===== config.mk =====
export PLATFORM = sky130hd
export DESIGN_NAME = inst_loader_encoder_flat
export DESIGN_NICKNAME = d
export VERILOG_FILES = /design/src/rtl/inst_loader_if.sv /design/src/rtl/inst_loader_encoder.sv /design/src/flat_wrapper.sv
export SDC_FILE = /design/constraint.sdc
export NUM_CORES = 1
export LEC_CHECK = 0
export ABC_AREA = 1
export BUFFER_PORTS_ARGS = -buffer_cell sky130_fd_sc_hd__buf_2
export CAP_MARGIN = 0
export CORE_ASPECT_RATIO = 0.9
export CORE_MARGIN = 1
export CORE_UTILIZATION = 50
export CTS_CLUSTER_SIZE = 28
export DETAILED_ROUTE_END_ITERATION = 12
export PLACE_DENSITY = 0.79
export SYNTH_ARGS = -nofsm -noshare
export SYNTH_HDL_FRONTEND = slang
export SYNTH_SLANG_ARGS = --single-unit

===== constraint.sdc =====
create_clock -name clk -period 2.45 [get_ports clk]
set_input_delay 0.49 -clock clk [delete_from_list [all_inputs] [get_ports clk]]
set_output_delay 0.49 -clock clk [all_outputs]
set_load 0.02 [all_outputs]

===== src/rtl/inst_loader_if.sv =====
// Field-bundle handshake and instruction-memory write bus of the RV32I loader.
// The master drives decoded fields and control; the slave encodes and writes.
interface inst_loader_if #(
    parameter int unsigned ADDR_W = 10
);
    logic              start;
    logic              finish;
    logic              in_valid;
    logic              in_ready;
    logic [3:0]        cls;
    logic [3:0]        alu_op;
    logic [2:0]        f3;
    logic [4:0]        rd;
    logic [4:0]        rs1;
    logic [4:0]        rs2;
    logic [31:0]       imm;
    logic              mem_we;
    logic [ADDR_W-1:0] mem_addr;
    logic [31:0]       mem_wdata;
    logic [ADDR_W:0]   count;
    logic              busy;
    logic              full;
    logic              err;
    logic [ADDR_W:0]   err_idx;

    modport master (
        output start, finish, in_valid, cls, alu_op, f3, rd, rs1, rs2, imm,
        input  in_ready, mem_we, mem_addr, mem_wdata, count, busy, full, err, err_idx
    );

    modport slave (
        input  start, finish, in_valid, cls, alu_op, f3, rd, rs1, rs2, imm,
        output in_ready, mem_we, mem_addr, mem_wdata, count, busy, full, err, err_idx
    );
endinterface


===== src/rtl/inst_loader_encoder.sv =====
// Encodes RV32I instruction words from decoded fields, range-checks immediates
// and writes the words sequentially into instruction memory.
module inst_loader_encoder #(
    parameter int unsigned ADDR_W    = 10,
    parameter int unsigned BASE_ADDR = 0
) (
    input  logic         clk,
    input  logic         rst_n,
    inst_loader_if.slave bus
);
    localparam int unsigned CNT_W = ADDR_W + 1;
    localparam logic [ADDR_W-1:0] BASE = ADDR_W'(BASE_ADDR);
    localparam logic [ADDR_W-1:0] LAST = '1;

    localparam logic [3:0] CLS_OP     = 4'd0;
    localparam logic [3:0] CLS_OPIMM  = 4'd1;
    localparam logic [3:0] CLS_LOAD   = 4'd2;
    localparam logic [3:0] CLS_STORE  = 4'd3;
    localparam logic [3:0] CLS_BRANCH = 4'd4;
    localparam logic [3:0] CLS_JAL    = 4'd5;
    localparam logic [3:0] CLS_JALR   = 4'd6;
    localparam logic [3:0] CLS_LUI    = 4'd7;
    localparam logic [3:0] CLS_AUIPC  = 4'd8;

    localparam logic [6:0] OPC_OP     = 7'b0110011;
    localparam logic [6:0] OPC_OPIMM  = 7'b0010011;
    localparam logic [6:0] OPC_LOAD   = 7'b0000011;
    localparam logic [6:0] OPC_STORE  = 7'b0100011;
    localparam logic [6:0] OPC_BRANCH = 7'b1100011;
    localparam logic [6:0] OPC_JAL    = 7'b1101111;
    localparam logic [6:0] OPC_JALR   = 7'b1100111;
    localparam logic [6:0] OPC_LUI    = 7'b0110111;
    localparam logic [6:0] OPC_AUIPC  = 7'b0010111;

    localparam logic [3:0] ALU_SUB = 4'd2;
    localparam logic [6:0] F7_ALT  = 7'b0100000;

    typedef enum logic [2:0] {
        S_IDLE,
        S_ACCEPT,
        S_WRITE,
        S_FULL,
        S_ERROR
    } state_t;

    state_t state_q, state_d;

    logic [ADDR_W-1:0] addr_q, addr_d;
    logic [CNT_W-1:0]  count_q, count_d;
    logic [CNT_W-1:0]  err_idx_q, err_idx_d;
    logic [31:0]       wdata_q, wdata_d;
    logic              full_q, full_d;
    logic              err_q, err_d;
    logic              in_ready_q, mem_we_q, busy_q;

    logic [2:0]  op_f3;
    logic [6:0]  op_f7;
    logic        op_ok;
    logic        op_shift;
    logic        imm_i_ok, imm_b_ok, imm_j_ok, imm_u_ok, shamt_ok;
    logic        load_f3_ok;
    logic        enc_ok_c;
    logic [31:0] enc_word_c;

    // ALU code to funct3/funct7, shared by OP and OP-IMM
    always_comb begin : alu_map
        op_f3    = 3'b000;
        op_f7    = 7'b0000000;
        op_ok    = 1'b1;
        op_shift = 1'b0;
        case (bus.alu_op)
            4'd1:  op_f3 = 3'b000;
            4'd2:  op_f7 = F7_ALT;
            4'd3:  begin op_f3 = 3'b001; op_shift = 1'b1; end
            4'd4:  op_f3 = 3'b010;
            4'd5:  op_f3 = 3'b011;
            4'd6:  op_f3 = 3'b100;
            4'd7:  begin op_f3 = 3'b101; op_shift = 1'b1; end
            4'd8:  begin op_f3 = 3'b101; op_f7 = F7_ALT; op_shift = 1'b1; end
            4'd9:  op_f3 = 3'b110;
            4'd10: op_f3 = 3'b111;
            default: op_ok = 1'b0;
        endcase
    end

    // A value fits in N signed bits when every bit above N-2 matches the sign
    assign imm_i_ok = (&bus.imm[31:11]) | ~(|bus.imm[31:11]);
    assign imm_b_ok = ((&bus.imm[31:12]) | ~(|bus.imm[31:12])) & ~bus.imm[0];
    assign imm_j_ok = ((&bus.imm[31:20]) | ~(|bus.imm[31:20])) & ~bus.imm[0];
    assign imm_u_ok = ~(|bus.imm[11:0]);
    assign shamt_ok = ~(|bus.imm[31:5]);

    always_comb begin : load_width
        load_f3_ok = 1'b0;
        case (bus.f3)
            3'b000, 3'b001, 3'b010, 3'b100, 3'b101: load_f3_ok = 1'b1;
            default: load_f3_ok = 1'b0;
        endcase
    end

    // Field bundle to instruction word plus legality
    always_comb begin : encode
        enc_ok_c   = 1'b0;
        enc_word_c = 32'h0;
        case (bus.cls)
            CLS_OP: begin
                enc_ok_c   = op_ok;
                enc_word_c = {op_f7, bus.rs2, bus.rs1, op_f3, bus.rd, OPC_OP};
            end
            CLS_OPIMM: begin
                if (op_shift) begin
                    enc_ok_c   = op_ok & shamt_ok;
                    enc_word_c = {op_f7, bus.imm[4:0], bus.rs1, op_f3, bus.rd, OPC_OPIMM};
                end else begin
                    enc_ok_c   = op_ok & imm_i_ok & (bus.alu_op != ALU_SUB);
                    enc_word_c = {bus.imm[11:0], bus.rs1, op_f3, bus.rd, OPC_OPIMM};
                end
            end
            CLS_LOAD: begin
                enc_ok_c   = imm_i_ok & load_f3_ok;
                enc_word_c = {bus.imm[11:0], bus.rs1, bus.f3, bus.rd, OPC_LOAD};
            end
            CLS_STORE: begin
                enc_ok_c   = imm_i_ok & (bus.f3 <= 3'b010);
                enc_word_c = {bus.imm[11:5], bus.rs2, bus.rs1, bus.f3, bus.imm[4:0], OPC_STORE};
            end
            CLS_BRANCH: begin
                enc_ok_c   = imm_b_ok & (bus.f3 != 3'b010) & (bus.f3 != 3'b011);
                enc_word_c = {bus.imm[12], bus.imm[10:5], bus.rs2, bus.rs1, bus.f3,
                              bus.imm[4:1], bus.imm[11], OPC_BRANCH};
            end
            CLS_JAL: begin
                enc_ok_c   = imm_j_ok;
                enc_word_c = {bus.imm[20], bus.imm[10:1], bus.imm[11], bus.imm[19:12],
                              bus.rd, OPC_JAL};
            end
            CLS_JALR: begin
                enc_ok_c   = imm_i_ok;
                enc_word_c = {bus.imm[11:0], bus.rs1, 3'b000, bus.rd, OPC_JALR};
            end
            CLS_LUI: begin
                enc_ok_c   = imm_u_ok;
                enc_word_c = {bus.imm[31:12], bus.rd, OPC_LUI};
            end
            CLS_AUIPC: begin
                enc_ok_c   = imm_u_ok;
                enc_word_c = {bus.imm[31:12], bus.rd, OPC_AUIPC};
            end
            default: begin
                enc_ok_c   = 1'b0;
                enc_word_c = 32'h0;
            end
        endcase
    end

    always_ff @(posedge clk or negedge rst_n) begin : state_reg
        if (!rst_n) begin
            state_q <= S_IDLE;
        end else begin
            state_q <= state_d;
        end
    end

    // Next state and next datapath values; start overrides everything
    always_comb begin : next_state
        state_d   = state_q;
        addr_d    = addr_q;
        count_d   = count_q;
        err_idx_d = err_idx_q;
        wdata_d   = wdata_q;
        full_d    = full_q;
        err_d     = err_q;
        if (bus.start) begin
            state_d = S_ACCEPT;
            addr_d  = BASE;
            count_d = '0;
            err_d   = 1'b0;
            full_d  = 1'b0;
        end else begin
            case (state_q)
                S_IDLE: state_d = S_IDLE;
                S_ACCEPT: begin
                    if (bus.in_valid) begin
                        if (enc_ok_c) begin
                            wdata_d = enc_word_c;
                            state_d = S_WRITE;
                        end else begin
                            err_d     = 1'b1;
                            err_idx_d = count_q;
                            state_d   = S_ERROR;
                        end
                    end else if (bus.finish) begin
                        state_d = S_IDLE;
                    end
                end
                S_WRITE: begin
                    count_d = count_q + CNT_W'(1);
                    if (addr_q == LAST) begin
                        full_d  = 1'b1;
                        state_d = S_FULL;
                    end else begin
                        addr_d  = addr_q + ADDR_W'(1);
                        state_d = S_ACCEPT;
                    end
                end
                S_FULL:  state_d = S_FULL;
                S_ERROR: state_d = S_ERROR;
                default: state_d = S_IDLE;
            endcase
        end
    end

    // Outputs are registered from the next state so they line up with it
    always_ff @(posedge clk or negedge rst_n) begin : out_regs
        if (!rst_n) begin
            addr_q     <= BASE;
            count_q    <= '0;
            err_idx_q  <= '0;
            wdata_q    <= 32'h0;
            full_q     <= 1'b0;
            err_q      <= 1'b0;
            in_ready_q <= 1'b0;
            mem_we_q   <= 1'b0;
            busy_q     <= 1'b0;
        end else begin
            addr_q     <= addr_d;
            count_q    <= count_d;
            err_idx_q  <= err_idx_d;
            wdata_q    <= wdata_d;
            full_q     <= full_d;
            err_q      <= err_d;
            in_ready_q <= (state_d == S_ACCEPT);
            mem_we_q   <= (state_d == S_WRITE);
            busy_q     <= (state_d == S_ACCEPT) || (state_d == S_WRITE);
        end
    end

    assign bus.in_ready  = in_ready_q;
    assign bus.mem_we    = mem_we_q;
    assign bus.mem_addr  = addr_q;
    assign bus.mem_wdata = wdata_q;
    assign bus.count     = count_q;
    assign bus.busy      = busy_q;
    assign bus.full      = full_q;
    assign bus.err       = err_q;
    assign bus.err_idx   = err_idx_q;
endmodule


===== src/flat_wrapper.sv =====
// flat-port wrapper written by rule: the top's interface ports become plain ports
module inst_loader_encoder_flat 
#(
    parameter int unsigned ADDR_W    = 10,
    parameter int unsigned BASE_ADDR = 0
)
  (clk, rst_n, bus_start, bus_finish, bus_in_valid, bus_cls, bus_alu_op, bus_f3, bus_rd, bus_rs1, bus_rs2, bus_imm, bus_in_ready, bus_mem_we, bus_mem_addr, bus_mem_wdata, bus_count, bus_busy, bus_full, bus_err, bus_err_idx);
  inst_loader_if #(.ADDR_W(ADDR_W)) bus_i ();
  input  logic clk;
  input  logic rst_n;
  input wire logic [$bits(bus_i.start)-1:0] bus_start;
  input wire logic [$bits(bus_i.finish)-1:0] bus_finish;
  input wire logic [$bits(bus_i.in_valid)-1:0] bus_in_valid;
  input wire logic [$bits(bus_i.cls)-1:0] bus_cls;
  input wire logic [$bits(bus_i.alu_op)-1:0] bus_alu_op;
  input wire logic [$bits(bus_i.f3)-1:0] bus_f3;
  input wire logic [$bits(bus_i.rd)-1:0] bus_rd;
  input wire logic [$bits(bus_i.rs1)-1:0] bus_rs1;
  input wire logic [$bits(bus_i.rs2)-1:0] bus_rs2;
  input wire logic [$bits(bus_i.imm)-1:0] bus_imm;
  output wire logic [$bits(bus_i.in_ready)-1:0] bus_in_ready;
  output wire logic [$bits(bus_i.mem_we)-1:0] bus_mem_we;
  output wire logic [$bits(bus_i.mem_addr)-1:0] bus_mem_addr;
  output wire logic [$bits(bus_i.mem_wdata)-1:0] bus_mem_wdata;
  output wire logic [$bits(bus_i.count)-1:0] bus_count;
  output wire logic [$bits(bus_i.busy)-1:0] bus_busy;
  output wire logic [$bits(bus_i.full)-1:0] bus_full;
  output wire logic [$bits(bus_i.err)-1:0] bus_err;
  output wire logic [$bits(bus_i.err_idx)-1:0] bus_err_idx;
  assign bus_i.start = bus_start;
  assign bus_i.finish = bus_finish;
  assign bus_i.in_valid = bus_in_valid;
  assign bus_i.cls = bus_cls;
  assign bus_i.alu_op = bus_alu_op;
  assign bus_i.f3 = bus_f3;
  assign bus_i.rd = bus_rd;
  assign bus_i.rs1 = bus_rs1;
  assign bus_i.rs2 = bus_rs2;
  assign bus_i.imm = bus_imm;
  assign bus_in_ready = bus_i.in_ready;
  assign bus_mem_we = bus_i.mem_we;
  assign bus_mem_addr = bus_i.mem_addr;
  assign bus_mem_wdata = bus_i.mem_wdata;
  assign bus_count = bus_i.count;
  assign bus_busy = bus_i.busy;
  assign bus_full = bus_i.full;
  assign bus_err = bus_i.err;
  assign bus_err_idx = bus_i.err_idx;
  inst_loader_encoder #(.ADDR_W(ADDR_W), .BASE_ADDR(BASE_ADDR)) u_core (.clk(clk), .rst_n(rst_n), .bus(bus_i));
endmodule

==> results of run 1 <==
## worst reg2reg max path: cells and delay by family, from the launching register on
kind / cells / cell delay (ns)
AO/OA/AOI/OAI: 2 / 0.22
buffers and inverters: 1 / 0.17
flip-flops: 1 / 0.41
AND/OR/NAND/NOR: 9 / 1.14
## state kept, by name, indices dropped and copies added (netlist names)
signal	cells
u_core.bus.err	1
u_core.bus.busy	1
u_core.bus.mem_we	1
u_core.bus.in_ready	1
u_core.bus.err_idx	11
u_core.state_q	3
u_core.bus.mem_addr	10
u_core.bus.count	11
u_core.bus.full	1
u_core.bus.mem_wdata	31
## layer usage
metal | GRT usage [%] | share of wire (%)
met4 | 9.634 | 1.6
met5 | 0 | 0
met3 | 6.228 | 7.4
met2 | 43.25 | 44
met1 | 40.83 | 47
## through the flow
stage,utilization [%],hold slack (ns)
after floorplan,-,0.1944
after global placement,62.40,0.4597
after detailed placement,62.40,0.4672
after CTS,65.19,0.1411
after global routing,65.19,0.1654
final,65.19,0.1228
## cell families after synthesis
logic type	Yosys count
compound gates	115
fa+ha+maj	2
buf+inv	113
flops	71
mux	1
simple gates	241
## power by group through the flow
stage / sequential, mW / clock (mW) / combinational, mW
after floorplan: 1.24 / 0 / 0.135
after global placement: 1.22 / 0 / 0.318
after detailed placement: 1.22 / 0 / 0.321
after CTS: 1.20 / 1.07 / 0.323
after global routing: 1.20 / 1.12 / 0.362
final: 1.20 / 1.05 / 0.325
## layout make-up
cell class / count / area [um2] / area share, %
multi-input cells: 359 / 1720 / 34.63
well taps: 96 / 120.1 / 2.418
clock inverters: 5 / 81.33 / 1.637
clock buffers: 11 / 131.4 / 2.645
flip-flops and latches: 71 / 1777 / 35.77
inverters: 101 / 381.6 / 7.683
repair buffers: 144 / 755.7 / 15.21
## synthesized netlist by cell type, types with 2 or more instances
master     count
a21oi_1       24
a22oi_1        8
nor3_1         7
a211oi_1       2
ha_1           2
dfrtp_1       71
inv_2          3
a2bb2oi_1      3
nand4_1        9
nand2_1      120
a221oi_1       2
nor2_2         4
nor2_1        57
clkbuf_1       5
nor3_2         2
inv_1         96
o21ai_1       30
buf_6          3
or2_2          2
o21ai_0       38
buf_4          3
nand3_1       33
## worst max path at each step
stage	to	slack, ns	cells past startpoint
after CTS	u_core.bus.count[9]$_DFFE_PN0P_	0.43	12
after floorplan	u_core.bus.mem_wdata[12]$_DFFE_PN0P_	0.61	13
after global placement	u_core.bus.mem_wdata[5]$_DFFE_PN0P_	0.10	15
after global routing	u_core.bus.count[10]$_DFFE_PN0P_	0.16	9
after detailed placement	u_core.bus.mem_wdata[5]$_DFFE_PN0P_	0.08	15
final	u_core.bus.mem_wdata[5]$_DFFE_PN0P_	0.39	15
==> results.toml, run 1 <==
[outcome]
status = "finished clean"

[grt]
track_usage_pct = 28.67
grt_pass1_wl_um = 18050
grt_overflow = 0
grt_pass1_vias = 3714
antenna_found_initial = 0
grt_start_max_net_pins = 52

[setup_path]
max_stage_delay_ns = 0.37
worstPathCellList = "buf_2 -> inv_1 -> nor2_1 -> nand2_1 -> nand2_1 -> nor2_1 -> nand2_1 -> o21ai_1 -> nand2_1 -> nand3_2 -> nand2_4 -> inv_4 -> o21ai_0 -> o21ai_1 -> inv_1"
worst-path-max-fanout = 51
r2r-end = "u_core.bus.count[9]$_DFFE_PN0P_"
critPathSlowestCell = "inv_4"
cp-start-kind = "input port"
required_ns = 2.69
reg2reg_from = "u_core.state_q[2]$_DFF_PN0_"
end_kind = "register"
crit_buf_inv = 4
worstSetupPathType = "in -> reg"
cp.arrival_ns = 2.31
cpMostUsedCell = "nand2_1"
crit_family = "simple AND/OR/NAND/NOR gates"
reg2reg_slack_ns = 0.40
r2r_cells = 12
worstSetupStartpoint = "bus_alu_op[3]"

[placement]
dpl.hpwl_um = 8550
place_area_um2 = 4755
portBuffers = 131
dp_cells = 771
finalWeightedCongestion = 0.9355
dpl_worst_slack_ns = 0.07932

[cells_and_area]
final_cell_area_um2 = 4967
fillCellCount = 691
stdcell_count = 787
layout.cells.most_common = "buf_2"
fin_nets = 751
syn_to_final_growth_pct = 25.47
final_cell_mix = "buf_2 (130), nand2_1 (120), inv_1 (96)"
antenna_cells = 0
layout-drive-gt1-share_pct = 25.33

[power]
swShare_pct = 27.08
ir_drop_mv = 0.4462
power.leakage_nw = 2.864
powerDensity_nw_per_um2 = 518.9
power.clock.fraction_pct = 40.9
switching_power_mw = 0.6979
p_int_mw = 1.879
finalPower_mw = 2.577
comb_power_share_pct = 12.6
seq_power_share_pct = 46.5

[hold_path]
hp-class = "in -> async"

[timing]
setup_viol = 0
worstMarginPinSlew_ns = 0.6401
worst_slack_ns = 0.3850
fin_skew_ns = 0.01560
slew_violations = 0
rsz0062_at_grt = "no"
timing.fmax_ghz = 0.4843
period_share_pct = 84.28
final-hold-violation-count = 0
slew_headroom_pct = 56.79
setup_tns_ns = 0
period_minus_slack_ns = 2.065

[cts]
insertion_delay_ns = 0.36
clk_pin_slew_ns = 0.09
cts_tree = "built"
cts_made_buffers = 9
cts-hold-fix-buffers = 0
clock_tree.buffer_depth = 2
cts.sinks = 71
cts-resized-gates = 0
cts_root_buf = "clkbuf_8"
cts_setup_buffers = 0
h-tree-depth = 3

[drt]
ant_nets = 0
wirelength_um = 11270
drc = 0
first_iter_violations = 203
vias = 4056
dr.pass1.iters = 5
via_per_inst = 5.154
wl_per_cell_um = 14.32

[run]
maxCapViolCount = 0

[logic_synthesis]
synthCells = 543
avgSynthCellArea_um2 = 7.291
synth_top_area_share_pct = 44.88
syn-num-nets = 608
synth_async_sr_flop_share_pct = 100.0
synth_adder_area_share_pct = 0.6321
synth.area.mux_share_pct = 0.2528
seq_area_frac_synth_pct = 44.88
yosysWarnings = 0
synthXorXnorAreaFrac_pct = 0
syn_area_um2 = 3959
ys_types = 41
synth_top_family_by_area = "simple AND/OR/NAND/NOR gates"
synth-edff-count = 0
synth_area_leader_cell = "dfrtp_1"
synth-seq-cells = 71
synthSimpleGateAreaFrac_pct = 26.20
synth_ff_type = "dfrtp_1"
synth_compound_area_share_pct = 16.37
synthTopCellsByArea = "dfrtp_1 (45%), nand2_1 (11%), inv_1 (9.1%), nor2_1 (5.4%), o21ai_0 (4.8%)"

[die]
pin_count = 132
die_h_um = 86.42
core_um2 = 7620
die_x_um = 95.80
start_util_pct = 51.95
die-area_um2 = 8278
fp-row-count = 30
Power figures use the tool's default switching activity.
==> inputs of run 2 (changes only) <==
clock period = 1.9 ns   (was 2.45 ns; I/O delays follow)
==> run 2 against run 1 <==
Core utilization is 8.3 points higher. Flip-flop and latch count unchanged. Hold slack improved by 0.22 ns. Largest power group unchanged. Highest routed layer unchanged.
==> results.toml, run 2 (same netlist as run 1, synthesis figures left out) <==
[placement]
finalWeightedCongestion = 0.9957
dpl_worst_slack_ns = -0.2975
place_area_um2 = 5238
dpl.hpwl_um = 9275
portBuffers = 131
dp_cells = 832

[cells_and_area]
fillCellCount = 636
multi_input_area_um2 = 1794
stdcell_count = 855
final_util_pct = 73.51
final_cell_area_um2 = 5602
syn_to_final_growth_pct = 41.50
final_cell_mix = "buf_2 (130), nand2_1 (116), inv_1 (94)"
largest_reg_flops = 31
antenna_cells = 0
register_area_um2 = 1777
layout.cells.most_common = "buf_2"
fin_nets = 819
layout-drive-gt1-share_pct = 34.39

[setup_path]
r2r-end = "u_core.bus.count[9]$_DFFE_PN0P_"
worst-path-max-fanout = 3
end_kind = "register"
required_ns = 2.13
reg2reg_slack_ns = 0.05
r2r_cells = 12
reg2reg_from = "u_core.state_q[2]$_DFF_PN0_"
cp.arrival_ns = 2.08
worstSetupPathType = "reg -> reg"
cp-start-kind = "register"

[cts]
clock_tree.buffer_depth = 2
insertion_delay_ns = 0.35
clk_pin_slew_ns = 0.08
cts_made_buffers = 9
h-tree-depth = 3
cts.sinks = 71
cts_tree = "built"
cts_root_buf = "clkbuf_8"

[power]
seq_power_share_pct = 44.9
comb_power_share_pct = 14.6
power.leakage_nw = 3.252
power.clock.fraction_pct = 40.5
p_int_mw = 2.526
ir_drop_mv = 0.4513
powerDensity_nw_per_um2 = 615.4
finalPower_mw = 3.447
swShare_pct = 26.72
switching_power_mw = 0.9213

[timing]
final-hold-violation-count = 0
period_share_pct = 97.26
worst_slack_ns = 0.05214
fin_hold_ws_ns = 0.3463
timing.fmax_ghz = 0.5412
rsz0062_at_grt = "yes"
worstMarginPinSlew_ns = 0.7968
period_minus_slack_ns = 1.848
setup_viol = 0
fin_skew_ns = 0.007908
setup_tns_ns = 0
slew_violations = 0
slew_headroom_pct = 46.32

[outcome]
status = "finished clean"

[die]
start_util_pct = 51.95
die_x_um = 95.80
die_h_um = 86.42
pin_count = 132
die-area_um2 = 8278
fp-row-count = 30
core_um2 = 7620

[drt]
wirelength_um = 12080
vias = 4368
first_iter_violations = 231
drc = 0
ant_nets = 0
via_per_inst = 5.109
dr.pass1.iters = 5
wl_per_cell_um = 14.13

[hold_path]
worstHoldStart = "bus_rs2[1]"
hold_end = "u_core.bus.mem_wdata[21]$_DFFE_PN0P_"
min_path_cells = 5
hp-class = "in -> reg"

[grt]
grt_busiest_layer = "met2"
grt_start_max_net_pins = 42
grt_overflow = 0
grtUsageMet1_pct = 40.33
grt_pass1_wl_um = 18840
track_usage_pct = 29.84
use_met2_pct = 48.44
grt_pass1_vias = 4104
antenna_found_initial = 0
grtUsageMet3_pct = 5.439

[run]
maxCapViolCount = 0
run 2: worst max path at each step:
stage / to / slack [ns] / depth (start not counted) / from
5_1_grt: u_core.bus.count[9]$_DFFE_PN0P_ / -0.11 / 13 / u_core.state_q[1]$_DFF_PN0_
3_3_place_gp: u_core.bus.mem_wdata[5]$_DFFE_PN0P_ / -0.25 / 15 / bus_cls[3]
4_1_cts: u_core.bus.count[9]$_DFFE_PN0P_ / 0.0002 / 12 / u_core.state_q[2]$_DFF_PN0_
6_report: u_core.bus.count[9]$_DFFE_PN0P_ / 0.05 / 12 / u_core.state_q[2]$_DFF_PN0_
2_1_floorplan: u_core.bus.mem_addr[9]$_DFFE_PN0P_ / 0.09 / 11 / u_core.bus.mem_addr[0]$_DFFE_PN0P_
3_5_place_dp: u_core.bus.mem_wdata[5]$_DFFE_PN0P_ / -0.30 / 15 / bus_cls[3]
run 2: critical path: stages, from the launching register on:
cell	delay, ns
dfrtp_1	0.44
nor2_4	0.15
nand2_4	0.09
inv_2	0.06
nand4_1	0.14
nor2_1	0.14
nand2_1	0.09
nor2_2	0.17
nand2_1	0.08
nor2_2	0.14
nand2_2	0.07
o21ai_1	0.12
a21oi_1	0.05
run 2: what timing repair did:
action                                  CTS  global route
gates resized for setup                   0            26
hold buffers                              1             0
setup buffers                             0             6
hold endpoints to repair                 31             0
endpoints found under the setup margin    0            34
run 2: area by class of cell:
type	instances	area share [%]
well taps	96	2.144
clock buffers	10	2.457
repair buffers	212	23.10
flip-flops and latches	71	31.72
multi-input cells	359	32.03
inverters	101	6.902
clock inverters	6	1.653
run 2: metal layers:
metal,wire [um],up-vias,part of all wire (%)
met5,0,-,0
met1,5498,2019,46
met2,5626,157,47
met4,252,0,2.1
met3,699,26,5.8
li1,-,2166,-
run 2: power groups by stage:
stage | clock [mW] | sequential (mW) | combinational (mW)
after global placement | 0 | 1.57 | 0.483
after global routing | 1.47 | 1.55 | 0.553
after floorplan | 0 | 1.60 | 0.174
after detailed placement | 0 | 1.58 | 0.490
after CTS | 1.42 | 1.55 | 0.495
final | 1.40 | 1.55 | 0.504
==> inputs of run 3 (changes only) <==
GPL_TIMING_DRIVEN = 0   (was unset)
==> run 3 against run 2 <==
First-iteration DRC count down 13%. Flip-flop and latch count unchanged. Global-route usage down 0.12 points. Fmax up 2.5%.
==> results.toml, run 3 (same netlist as run 1, synthesis figures left out) <==
[setup_path]
cp.arrival_ns = 2.04
reg2reg_slack_ns = 0.1
worstSetupPathType = "reg -> reg"
cp-start-kind = "register"
r2r_cells = 10
required_ns = 2.14
reg2reg_from = "u_core.bus.mem_addr[1]$_DFFE_PN0P_"
r2r-end = "u_core.bus.mem_addr[8]$_DFFE_PN0P_"
worst-path-max-fanout = 4
end_kind = "register"

[timing]
setup_viol = 0
rsz0062_at_grt = "yes"
fin_hold_ws_ns = 0.1326
period_minus_slack_ns = 1.803
setup_tns_ns = 0
slew_headroom_pct = 39.64
final-hold-violation-count = 0
period_share_pct = 94.91
timing.fmax_ghz = 0.5546
slew_violations = 0
worstMarginPinSlew_ns = 0.9055
fin_skew_ns = 0.01520

[cells_and_area]
final_cell_area_um2 = 5119
syn_to_final_growth_pct = 29.30
final_util_pct = 67.18
final_cell_mix = "buf_2 (130), nand2_1 (112), inv_1 (94)"
fin_nets = 755
largest_reg_flops = 31
register_area_um2 = 1777
multi_input_area_um2 = 1847
layout-drive-gt1-share_pct = 29.21
fillCellCount = 668
antenna_cells = 0
layout.cells.most_common = "buf_2"

[die]
fp-row-count = 30
start_util_pct = 51.95
pin_count = 132
core_um2 = 7620
die_x_um = 95.80
die_h_um = 86.42
die-area_um2 = 8278

[cts]
cts_root_buf = "clkbuf_8"
cts-hold-fix-buffers = 0
h-tree-depth = 3
cts_made_buffers = 9
cts_tree = "built"
clock_tree.buffer_depth = 2
insertion_delay_ns = 0.36
clk_pin_slew_ns = 0.08
cts.sinks = 71

[run]
maxCapViolCount = 0

[drt]
wirelength_um = 11700
drc = 0
wl_per_cell_um = 14.79
first_iter_violations = 201
via_per_inst = 5.283
ant_nets = 0
vias = 4179
dr.pass1.iters = 4

[placement]
place_area_um2 = 4732
portBuffers = 130
finalWeightedCongestion = 0.9068
dpl.hpwl_um = 8828

[grt]
antenna_found_initial = 0
grt_overflow = 0
grt_pass1_vias = 3976
grt_pass1_wl_um = 18830
grt_start_max_net_pins = 72
track_usage_pct = 29.72

[power]
ir_drop_mv = 0.3911
powerDensity_nw_per_um2 = 625.4
power.leakage_nw = 2.894

[hold_path]
hp-class = "in -> async"

[outcome]
status = "finished clean"
## run 3: changes by cell type in the layout (fill, tap and decap cells not counted), moves of 4 or more
cell	previous run	this run
buf_4	79	10
clkbuf_1	0	5
nand2_1	116	112
nand2_2	3	7
## run 3: what timing repair did
item                                    in CTS  in global routing
hold endpoints to repair                     0                  0
endpoints found under the setup margin       3                 50
gates resized for setup                      4                 40
buffers inserted                             2                  4
pin swaps                                    2                  9
## run 3: worst max-delay path by stage
stage / startpoint / to / cells past startpoint
global placement: bus_alu_op[3] / u_core.bus.mem_wdata[21]$_DFFE_PN0P_ / 16
detailed placement: bus_alu_op[3] / u_core.bus.mem_wdata[21]$_DFFE_PN0P_ / 16
CTS: u_core.state_q[2]$_DFF_PN0_ / u_core.bus.err_idx[7]$_DFFE_PN0P_ / 7
finish: u_core.bus.mem_addr[1]$_DFFE_PN0P_ / u_core.bus.mem_addr[8]$_DFFE_PN0P_ / 10
floorplan: u_core.bus.mem_addr[0]$_DFFE_PN0P_ / u_core.bus.mem_addr[9]$_DFFE_PN0P_ / 11
global route: u_core.state_q[1]$_DFF_PN0_ / u_core.bus.count[9]$_DFFE_PN0P_ / 13
## run 3: cell type report
class,count,area share [%]
inverter,101,7.651
sequential,71,34.71
clock buffer,10,2.493
clock inverter,6,1.344
buffer,12,1.736
multi-input combinational,359,36.08
tap,96,2.347
timing repair buffer,136,13.64
## run 3: per-layer routing
layer	share of wire (%)	GRT usage, %	vias to the layer above
met1	46	41.99	1941
li1	-	-	2048
met2	45	46.43	167
met5	0	0	-
met3	6.7	5.088	23
met4	2.3	9.769	0
## run 3: report_power, final
group | internal [mW] | switching, mW | total, mW
clock network | 0.614 | 0.617 | 1.23
registers | 1.53 | 0.0129 | 1.55
logic | 0.143 | 0.282 | 0.424
## run 3: worst max-delay path: stages (launching register included)
cell and delay (ns):
dfrtp_1 0.39, ha_2 0.22, nand2_2 0.09, nor2_2 0.14, nand3_2 0.12, nand2_2 0.12, nand2_2 0.08, buf_4 0.14
nand3_1 0.05, inv_1 0.06, a221oi_1 0.28
## run 3: metrics by stage
stage / total power [mW] / setup slack, ns / cells
floorplan: 1.775 / 0.09420 / 543
global placement: 1.968 / -0.3157 / 769
detailed placement: 1.977 / -0.3371 / 769
CTS: 3.204 / 0.008436 / 787
global route: 3.325 / -0.1254 / 791
finish: 3.201 / 0.09676 / 791
